<file path="src/rtl/cond_unit.sv">
// Execute-stage condition unit: ARM NZCV register, ARM/RISC-V condition evaluation, write/branch gating.
// Optional branch statistics counters are enabled by defining COND_UNIT_STATS_EN.
module cond_unit #(
  parameter int FLAGW = 4,
  parameter int CNTW  = 32
) (
  input  logic             clk,
  input  logic             reset,
  input  logic             armE,
  input  logic             ValidE,
  input  logic             StallE,
  input  logic             FlushE,
  input  logic [3:0]       CondE,
  input  logic [2:0]       Funct3E,
  input  logic             BranchE,
  input  logic [1:0]       FlagWriteE,
  input  logic             SubOpE,
  input  logic [FLAGW-1:0] ALUFlags,
  input  logic             RegWriteE,
  input  logic             MemWriteE,
  output logic             CondExE,
  output logic             PCSrcE,
  output logic             RegWriteGE,
  output logic             MemWriteGE,
  output logic [FLAGW-1:0] FlagsQ,
  output logic             CondExM,
  output logic             BranchTakenM
`ifdef COND_UNIT_STATS_EN
  , output logic [CNTW-1:0] BranchCntQ
  , output logic [CNTW-1:0] TakenCntQ
`endif
);

  logic [FLAGW-1:0] flags_r;
  logic             cond_ex_m_r;
  logic             branch_taken_m_r;
  logic             arm_cond_s;
  logic             rv_cond_s;
  logic             cond_ex_s;
  logic             pc_src_s;
  logic             flag_upd_s;
  logic             n_s, z_s, c_s, v_s;

  assign n_s = flags_r[3];
  assign z_s = flags_r[2];
  assign c_s = flags_r[1];
  assign v_s = flags_r[0];

  // ARM condition evaluated against the architectural (registered) flags
  always_comb begin
    arm_cond_s = 1'b0;
    case (CondE)
      4'b0000: arm_cond_s = z_s;
      4'b0001: arm_cond_s = ~z_s;
      4'b0010: arm_cond_s = c_s;
      4'b0011: arm_cond_s = ~c_s;
      4'b0100: arm_cond_s = n_s;
      4'b0101: arm_cond_s = ~n_s;
      4'b0110: arm_cond_s = v_s;
      4'b0111: arm_cond_s = ~v_s;
      4'b1000: arm_cond_s = c_s & ~z_s;
      4'b1001: arm_cond_s = ~c_s | z_s;
      4'b1010: arm_cond_s = (n_s == v_s);
      4'b1011: arm_cond_s = (n_s != v_s);
      4'b1100: arm_cond_s = ~z_s & (n_s == v_s);
      4'b1101: arm_cond_s = z_s | (n_s != v_s);
      4'b1110: arm_cond_s = 1'b1;
      default: arm_cond_s = 1'b0;
    endcase
  end

  // RISC-V branch condition from the raw ALU flags (C = borrow)
  always_comb begin
    rv_cond_s = 1'b0;
    case (Funct3E)
      3'b000:  rv_cond_s = ALUFlags[2];
      3'b001:  rv_cond_s = ~ALUFlags[2];
      3'b100:  rv_cond_s = (ALUFlags[3] != ALUFlags[0]);
      3'b101:  rv_cond_s = (ALUFlags[3] == ALUFlags[0]);
      3'b110:  rv_cond_s = ALUFlags[1];
      3'b111:  rv_cond_s = ~ALUFlags[1];
      default: rv_cond_s = 1'b0;
    endcase
  end

  // Select ISA, then kill bubbles and flushed instructions
  always_comb begin
    cond_ex_s = 1'b0;
    if (!ValidE || FlushE) begin
      cond_ex_s = 1'b0;
    end else if (armE) begin
      cond_ex_s = arm_cond_s;
    end else if (BranchE) begin
      cond_ex_s = rv_cond_s;
    end else begin
      cond_ex_s = 1'b1;
    end
  end

  assign pc_src_s   = BranchE & cond_ex_s;
  assign flag_upd_s = armE & cond_ex_s & ~StallE;

  assign CondExE    = cond_ex_s;
  assign PCSrcE     = pc_src_s;
  assign RegWriteGE = RegWriteE & cond_ex_s;
  assign MemWriteGE = MemWriteE & cond_ex_s;

  // NZCV register; ARM stores carry as "no borrow", hence the SubOpE inversion
  always_ff @(posedge clk) begin
    if (reset) begin
      flags_r <= {FLAGW{1'b0}};
    end else if (flag_upd_s) begin
      if (FlagWriteE[1]) flags_r[3:2] <= ALUFlags[3:2];
      if (FlagWriteE[0]) flags_r[1:0] <= {ALUFlags[1] ^ SubOpE, ALUFlags[0]};
    end
  end

  // M-stage condition registers; a flush under stall waits for the stall to drop
  always_ff @(posedge clk) begin
    if (reset) begin
      cond_ex_m_r      <= 1'b0;
      branch_taken_m_r <= 1'b0;
    end else if (!StallE) begin
      if (FlushE) begin
        cond_ex_m_r      <= 1'b0;
        branch_taken_m_r <= 1'b0;
      end else begin
        cond_ex_m_r      <= cond_ex_s;
        branch_taken_m_r <= pc_src_s;
      end
    end
  end

  assign FlagsQ       = flags_r;
  assign CondExM      = cond_ex_m_r;
  assign BranchTakenM = branch_taken_m_r;

`ifdef COND_UNIT_STATS_EN
  logic [CNTW-1:0] branch_cnt_r;
  logic [CNTW-1:0] taken_cnt_r;
  logic            br_retire_s;

  assign br_retire_s = BranchE & ValidE & ~FlushE & ~StallE;

  // Saturating branch statistics
  always_ff @(posedge clk) begin
    if (reset) begin
      branch_cnt_r <= {CNTW{1'b0}};
      taken_cnt_r  <= {CNTW{1'b0}};
    end else if (br_retire_s) begin
      if (branch_cnt_r != {CNTW{1'b1}})
        branch_cnt_r <= branch_cnt_r + {{(CNTW-1){1'b0}}, 1'b1};
      if (pc_src_s && (taken_cnt_r != {CNTW{1'b1}}))
        taken_cnt_r <= taken_cnt_r + {{(CNTW-1){1'b0}}, 1'b1};
    end
  end

  assign BranchCntQ = branch_cnt_r;
  assign TakenCntQ  = taken_cnt_r;
`endif

endmodule
</file>
<file path="config.mk">
export PLATFORM = sky130hd
export DESIGN_NAME = cond_unit
export DESIGN_NICKNAME = d
export VERILOG_FILES = /design/src/rtl/cond_unit.sv
export SDC_FILE = /design/constraint.sdc
export NUM_CORES = 1
export LEC_CHECK = 0
export ABC_AREA = 1
export BUFFER_PORTS_ARGS = -buffer_cell sky130_fd_sc_hd__buf_2
export CAP_MARGIN = 20
export CORE_MARGIN = 2
export CORE_UTILIZATION = 47
export CTS_CLUSTER_DIAMETER = 200
export DETAILED_ROUTE_END_ITERATION = 10
export PLACE_DENSITY = 0.93
export SLEW_MARGIN = 25
export SYNTH_ARGS = -nofsm -noshare
export SYNTH_HDL_FRONTEND = slang
export SYNTH_SLANG_ARGS = --single-unit
</file>
<file path="constraint.sdc">
create_clock -name clk -period 2.4 [get_ports clk]
set_input_delay 0.24 -clock clk [delete_from_list [all_inputs] [get_ports clk]]
set_output_delay 0.24 -clock clk [all_outputs]
set_load 0.01 [all_outputs]
</file>
==> impl_metrics.ini, run 1 <==
[timing]
rsz0062_at_grt = no
slew_violations = 0
finalSetupViolCount = 0
post-route-min-period_ns = 2.02
hold_slack_ns = 0.246
fin_tns_setup_ns = 0
fmax_mhz = 495
tightest_slew_ns = 0.254
setup_slack_ns = 0.378
finalHoldViolations = 0
period_share_pct = 84.2
skew_ns = 0.00298
max-slew-margin-rel_pct = 83.1

[routing]
wl_met2_um = 787
vias = 767
routed_wirelength_um = 1550
avgRoutedWirePerCell_um = 9.71
wl_met3_um = 86
ant_nets = 0
wl_met1_um = 649
drt_first_iter_violations = 17
top_layer = met4
drt_drc_violations_left = 0
viasPerCell = 4.79
firstDrtPassIters = 4

[power]
leakagePower_nw = 0.517
seqPwrFrac_pct = 35.2
comb_power_share_pct = 32.0
p_int_mw = 0.199
p_switching_mw = 0.100
switching_share_pct = 33.5
total_power_mw = 0.300
clockPowerShare_pct = 32.8
power.density_mw_per_mm2 = 363
ir_drop_v = 0.000182

[synth]
synth_area_per_cell_um2 = 5.69
syn_inst = 111
synthDistinctLibCells = 22
synth_nets = 134
yosysWarnings = 0
synth_seq_cells = 6
synthesis.area_um2 = 632
ys_seq_area_share_pct = 19.0

[die]
die_area_mm2 = 0.00165
start_util_pct = 49.2
die_width_um = 40.7
ios = 33
rows = 13
die_y_um = 40.7
coreArea_mm2 = 0.00128

[finish]
final_core_util_pct = 64.3
layout.cells.non_filler = 160
fillers = 129
fin_area_um2 = 826
nets = 170
diodes = 0
layout_commonest_cell = nand2_1
final_cell_mix = nand2_1, buf_2, inv_1
area.growth.synth_to_final_pct = 30.7
drive_gt1_share_pct = 38.6

[setup_path]
cp-start-kind = register
cpMostUsedCell = nand2_2
critPathTopFamily = simple AND/OR/NAND/NOR gates
cp.required_ns = 2.16
crit_chain = clkinvlp_2 -> a21oi_1 -> nand2_1 -> o21ai_1 -> nand3_2 -> nand2_2 -> inv_2 -> nand2_2 -> inv_1 -> buf_2
crit_slowest_cell = dfxtp_1
slowest_delay_ns = 0.36
cp.buffers_inverters = 4
cp.arrival_ns = 1.78
critPathMaxFanout = 4
crit_type = reg -> out
cp-end-kind = output pin

[clocking]
cts.sinks = 6
holdBufCountCts = 0
clock_latency_ns = 0.25
clockBufferDepth = 2
cts_setup_buffers = 0
tritoncts = done
cts_resized = 0
cts_buffers = 3
clk_pin_slew_worst_paths_ns = 0.05
cts-root-buf = clkbuf_4
ctsHtreeMaxLevel = 1

[place]
gp_congestion = 0.818
place_area_um2 = 803
place_ws_ns = 0.670
portBuffers = 32
placed_cells = 157
hpwl_um = 1290

[grt]
grt.total_usage_pct = 22.1
antenna_found_initial = 0
grt_pass1_wl_um = 2400
overflow = 0
grt_pass1_vias = 639
grt_start_max_net_pins = 9

[min_path]
min_path_type = in -> reg

[job]
drv_cap = 0

[run_status]
status = completed
==> synthesized netlist by cell type (all sizes together) <==
library cell	n	area share, %
inv	19	11
dfxtp	6	19
o21ai	6	5.3
nand3	7	7.1
nor2	21	15
nand4	2	4.0
nand2	38	25
or2	1	0.99
xor2	1	1.4
buf	1	1.2
a21oi	6	7.1
nor3	2	1.6
clkinvlp	1	0.79
==> path summary, 6_finish.rpt <==
kind / from / slack, ns / cells after the start / endpoint
max reg2reg: FlagsQ[1] / 0.86 / 9 / FlagsQ[2]
min: ALUFlags[2] / 0.25 / 3 / FlagsQ[2]
min reg2reg: BranchTakenM / 0.56 / 2 / BranchTakenM
max: FlagsQ[1] / 0.38 / 10 / PCSrcE
==> layout make-up <==
class                   instances  area [um^2]  share of cell area (%)
multi-input cells              84          428                    51.8
inverters                      20         76.3                    9.24
well taps                      15         18.8                    2.27
repair buffers                 32          160                    19.4
flip-flops and latches          6          120                    14.5
clock buffers                   3         22.5                    2.73
==> kinds of logic after synthesis <==
family	Yosys count	synth area share (%)
and+or+nand+nor	71	53.9
AOI/OAI and AO/OA	12	12.5
DFF	6	19.0
xor gates and xnor gates	1	1.39
buffers and inverters	21	13.3
==> flip-flops by register name, indices dropped and copies added (netlist names) <==
register / flops
FlagsQ: 4
BranchTakenM: 1
CondExM: 1
==> power by group through the flow <==
stage               Sequential (mW)  Combinational (mW)  Clock [mW]
floorplan                     0.109              0.0566           0
global placement              0.107              0.0925           0
detailed placement            0.107              0.0952           0
CTS                           0.105              0.0957      0.0988
global route                  0.106               0.108       0.105
finish                        0.105              0.0958      0.0984
==> tightest hold or removal path: stages <==
cell and delay (ns):
buf_2 0.09, nor2_1 0.05, nor2_2 0.09
==> per-layer routing <==
layer | up-vias | track usage [%]
met1 | 330 | 24.2
met2 | 26 | 39.7
met4 | 0 | 12.5
li1 | 408 | -
met5 | - | 0
met3 | 3 | 3.80
Power figures use the tool's default switching activity.
==> run 2: changes to the inputs <==
Settings changed: CORE_UTILIZATION 47 to 43, PLACE_DENSITY 0.93 to 0.87.
Clock period 2.4 ns to 2.1 ns, I/O delays scaled along.
==> run 2 against run 1 <==
Effect of this change:
- critical endpoint unchanged
- global-route usage decreased by 4.0 points
- routed wire length shrank 5.0%
- non-clock buffer count unchanged
- final cell count unchanged
- clock power up 6%
- flip-flop and latch count unchanged
- worst setup slack worse by 0.18 ns
- sequential share of layout area up 0.17 points
- clock skew is 0.0016 ns lower
- worst hold slack worse by 0.022 ns
- combinational power grew 16%
- register-to-register slack got worse by 0.26 ns
==> impl_metrics.ini, run 2 (same netlist as run 1, synthesis figures left out) <==
[routing]
ant_nets = 0
routed_wirelength_um = 1480
drt_drc_violations_left = 0
drt_first_iter_violations = 21
viasPerCell = 4.87
firstDrtPassIters = 4
avgRoutedWirePerCell_um = 9.22
vias = 779

[setup_path]
cp.required_ns = 1.89
cp.arrival_ns = 1.70
cp-end-kind = output pin
crit_type = reg -> out
cp-start-kind = register
critPathMaxFanout = 5

[finish]
layout_commonest_cell = nand2_1
layout.cells.non_filler = 160
diodes = 0
fillers = 145
largest_reg_flops = 4
drive_gt1_share_pct = 40.0
nets = 170
fin_area_um2 = 833
area.growth.synth_to_final_pct = 31.9
final_cell_mix = nand2_1, buf_2, inv_1

[place]
placed_cells = 157
place_area_um2 = 803
gp_congestion = 0.887
portBuffers = 32
hpwl_um = 1270

[grt]
grt_pass1_wl_um = 2500
grt_pass1_vias = 683
grt.total_usage_pct = 18.1
grt_start_max_net_pins = 9
antenna_found_initial = 0
overflow = 0

[die]
die_width_um = 42.3
rows = 13
start_util_pct = 47.4
die_area_mm2 = 0.00179
coreArea_mm2 = 0.00133
die_y_um = 42.3
ios = 33

[timing]
fmax_mhz = 525
max-slew-margin-rel_pct = 83.9
slew_violations = 0
finalHoldViolations = 0
skew_ns = 0.00133
post-route-min-period_ns = 1.91
rsz0062_at_grt = no
finalSetupViolCount = 0
fin_tns_setup_ns = 0
tightest_slew_ns = 0.242
period_share_pct = 90.8

[clocking]
holdBufCountCts = 0
cts-root-buf = clkbuf_4
clk_pin_slew_worst_paths_ns = 0.04
clock_latency_ns = 0.24
ctsHtreeMaxLevel = 1
cts_setup_buffers = 0
clockBufferDepth = 2
cts_resized = 0
cts.sinks = 6
cts_buffers = 3
tritoncts = done

[power]
total_power_mw = 0.335
power.density_mw_per_mm2 = 403
leakagePower_nw = 0.522
ir_drop_v = 0.000236

[run_status]
status = completed

[job]
drv_cap = 0

[min_path]
min_path_type = in -> reg
[run 2: cell counts in the layout (fill, tap and decap cells not counted)]
No cell type changed its count.
[run 2: critical path, cell delays in order, from the launching register on]
cell and delay, ns:
dfxtp_2 0.35, inv_1 0.06, nand2_1 0.05, nand2_1 0.09
a21oi_1 0.16, nand3_1 0.11, nor2_2 0.13, nand3_2 0.14
nand2_4 0.11, inv_2 0.04, nand2_2 0.06, inv_1 0.03
buf_2 0.13
[run 2: report_power, final]
part | total (mW) | internal [mW] | leakage (nW) | switching (mW)
clock network | 0.104 | 0.0645 | 0.0138 | 0.0396
registers | 0.121 | 0.118 | 0.0498 | 0.00244
logic | 0.111 | 0.0451 | 0.459 | 0.0655
total | 0.335 | 0.228 | 0.522 | 0.108
[run 2: per-stage QoR]
| step | hold slack (ns) | util, % | setup slack, ns |
|---|---|---|---|
| floorplan | 0.353 | - | 0.580 |
| global placement | 0.459 | 60.2 | 0.468 |
| detailed placement | 0.476 | 60.2 | 0.407 |
| CTS | 0.222 | 61.9 | 0.140 |
| global route | 0.236 | 62.5 | 0.00690 |
| finish | 0.224 | 62.5 | 0.194 |
[run 2: cell type report]
class,count,area [um^2],area share (%)
clock buffer,3,22.5,2.70
timing repair buffer,32,160,19.2
sequential,6,123,14.7
tap,15,18.8,2.25
inverter,20,76.3,9.16
multi-input combinational,84,433,52.0
[run 2: routing by layer]
| layer | GRT usage, % | vias up | wire, um | part of all wire, % |
|---|---|---|---|---|
| met5 | 0 | - | 0 | 0 |
| met4 | 11.3 | 0 | 29 | 2.0 |
| met2 | 30.8 | 32 | 691 | 47 |
| met1 | 21.1 | 334 | 666 | 45 |
| li1 | - | 410 | - | - |
| met3 | 2.59 | 3 | 87 | 5.9 |
[run 2: worst paths after layout]
| check | end | cells past startpoint | from | slack (ns) |
|---|---|---|---|---|
| worst max register to register | FlagsQ[0] | 11 | FlagsQ[3] | 0.60 |
| worst min register to register | BranchTakenM | 2 | BranchTakenM | 0.56 |
| worst min-delay path | FlagsQ[2] | 3 | ALUFlags[2] | 0.22 |
| worst max-delay path | PCSrcE | 12 | FlagsQ[3] | 0.19 |
==> run 3: changes to the inputs <==
Settings changed: CELL_PAD_IN_SITES_DETAIL_PLACEMENT set to 1, CELL_PAD_IN_SITES_GLOBAL_PLACEMENT set to 1, CORE_UTILIZATION 43 to 27, PLACE_DENSITY 0.87 to 0.86.
==> run 3 against run 2 <==
Effect of this change:
- critical path type unchanged
- register-to-register slack barely moved
- clock skew rose by 0.0030 ns
- sequential power about the same
- final cell count up 8.1%
- global-route usage decreased by 2.2 points
- cell area rose by 2.1%
- sequential share of layout area fell by 0.30 points
==> impl_metrics.ini, run 3 (same netlist as run 1, synthesis figures left out) <==
[timing]
finalHoldViolations = 0
slew_violations = 0
rsz0062_at_grt = no
finalSetupViolCount = 0
tightest_slew_ns = 0.253
post-route-min-period_ns = 1.89
max-slew-margin-rel_pct = 83.1
skew_ns = 0.00432
period_share_pct = 90.1
fin_tns_setup_ns = 0
fmax_mhz = 528

[clocking]
cts-root-buf = clkbuf_4
cts_buffers = 3
clock_latency_ns = 0.25
cts.sinks = 6
holdBufCountCts = 0
cts_setup_buffers = 0
ctsHtreeMaxLevel = 1
clk_pin_slew_worst_paths_ns = 0.05
clockBufferDepth = 2
cts_resized = 0
tritoncts = done

[die]
start_util_pct = 28.6
ios = 33
die_width_um = 52.4
coreArea_mm2 = 0.00221
die_area_mm2 = 0.00274
die_y_um = 52.4
rows = 17

[setup_path]
cp.arrival_ns = 1.68
critPathMaxFanout = 4
critPathCapture = PCSrcE
cp.required_ns = 1.89
r2r_setup_slack_ns = 0.60
rr_startpoint = FlagsQ[1]
crit_type = reg -> out
worstSetupStartpoint = FlagsQ[1]
r2r_end = FlagsQ[0]
r2r_cells = 9
cp-end-kind = output pin
cp-start-kind = register

[job]
drv_cap = 0

[grt]
grt.total_usage_pct = 15.9
antenna_found_initial = 0
grt_start_max_net_pins = 9
overflow = 0
grt_pass1_vias = 798
grt_pass1_wl_um = 3240

[power]
p_switching_mw = 0.115
p_int_mw = 0.228
comb_power_share_pct = 32.9
power.density_mw_per_mm2 = 403
ir_drop_v = 0.000254
clockPowerShare_pct = 31.8
total_power_mw = 0.343
seqPwrFrac_pct = 35.3
leakagePower_nw = 0.519
switching_share_pct = 33.5

[routing]
drt_drc_violations_left = 0
firstDrtPassIters = 3
vias = 792
routed_wirelength_um = 1850
drt_first_iter_violations = 6
ant_nets = 0
avgRoutedWirePerCell_um = 10.7
viasPerCell = 4.58

[place]
portBuffers = 32
gp_congestion = 0.855
placed_cells = 170
hpwl_um = 1630

[finish]
layout.cells.non_filler = 173
drive_gt1_share_pct = 40.7
nets = 170
layout_commonest_cell = nand2_1
diodes = 0
final_cell_mix = nand2_1, buf_2, inv_1
largest_reg_flops = 4
area.growth.synth_to_final_pct = 34.7
final_core_util_pct = 38.5

[run_status]
status = completed

[min_path]
min_path_type = in -> reg
## run 3: cell counts in the layout (fill, tap and decap cells not counted)
No cell type changed its count.
## run 3: layout make-up
type | instances | area, um^2
flip-flops and latches | 6 | 123
clock buffers | 3 | 22.5
fillers | 332 | 1360
well taps | 28 | 35.0
inverters | 20 | 78.8
multi-input cells | 84 | 432
repair buffers | 32 | 160
## run 3: power groups by stage
stage	clock network [mW]	logic [mW]	registers (mW)
global placement	0	0.108	0.123
detailed placement	0	0.113	0.123
floorplan	0	0.0647	0.124
CTS	0.112	0.114	0.121
global route	0.120	0.128	0.122
finish	0.109	0.113	0.121
## run 3: worst min path at each step
stage / depth (start not counted) / end / startpoint
2_1_floorplan: 2 / FlagsQ[0] / ALUFlags[0]
3_3_place_gp: 3 / FlagsQ[2] / ALUFlags[2]
3_5_place_dp: 3 / FlagsQ[2] / ALUFlags[2]
4_1_cts: 3 / FlagsQ[2] / ALUFlags[2]
5_1_grt: 3 / FlagsQ[2] / ALUFlags[2]
6_report: 3 / FlagsQ[2] / ALUFlags[2]
## run 3: critical path, stage by stage, from the launching register on
cell and delay (ns):
dfxtp_1 0.38, clkinvlp_4 0.12, a21oi_1 0.15, nand2_1 0.11, o21ai_2 0.14, nand3_2 0.14, nand2_2 0.12, inv_2 0.05
nand2_2 0.06, inv_1 0.04, buf_2 0.13
## run 3: layer usage
metal	up-vias	track usage [%]	wire length [um]
met2	30	29.2	936
met4	0	7.69	24
met3	4	3.14	136
met1	352	17.2	755
met5	-	0	0
li1	406	-	-
## run 3: through the flow
step           cell area, um^2  setup WS, ns  hold slack [ns]
2_1_floorplan              632         0.580            0.353
3_3_place_gp               820         0.435            0.461
3_5_place_dp               820         0.409            0.463
4_1_cts                    842         0.133            0.209
5_1_grt                    851       0.00654            0.232
6_report                   851         0.208            0.210
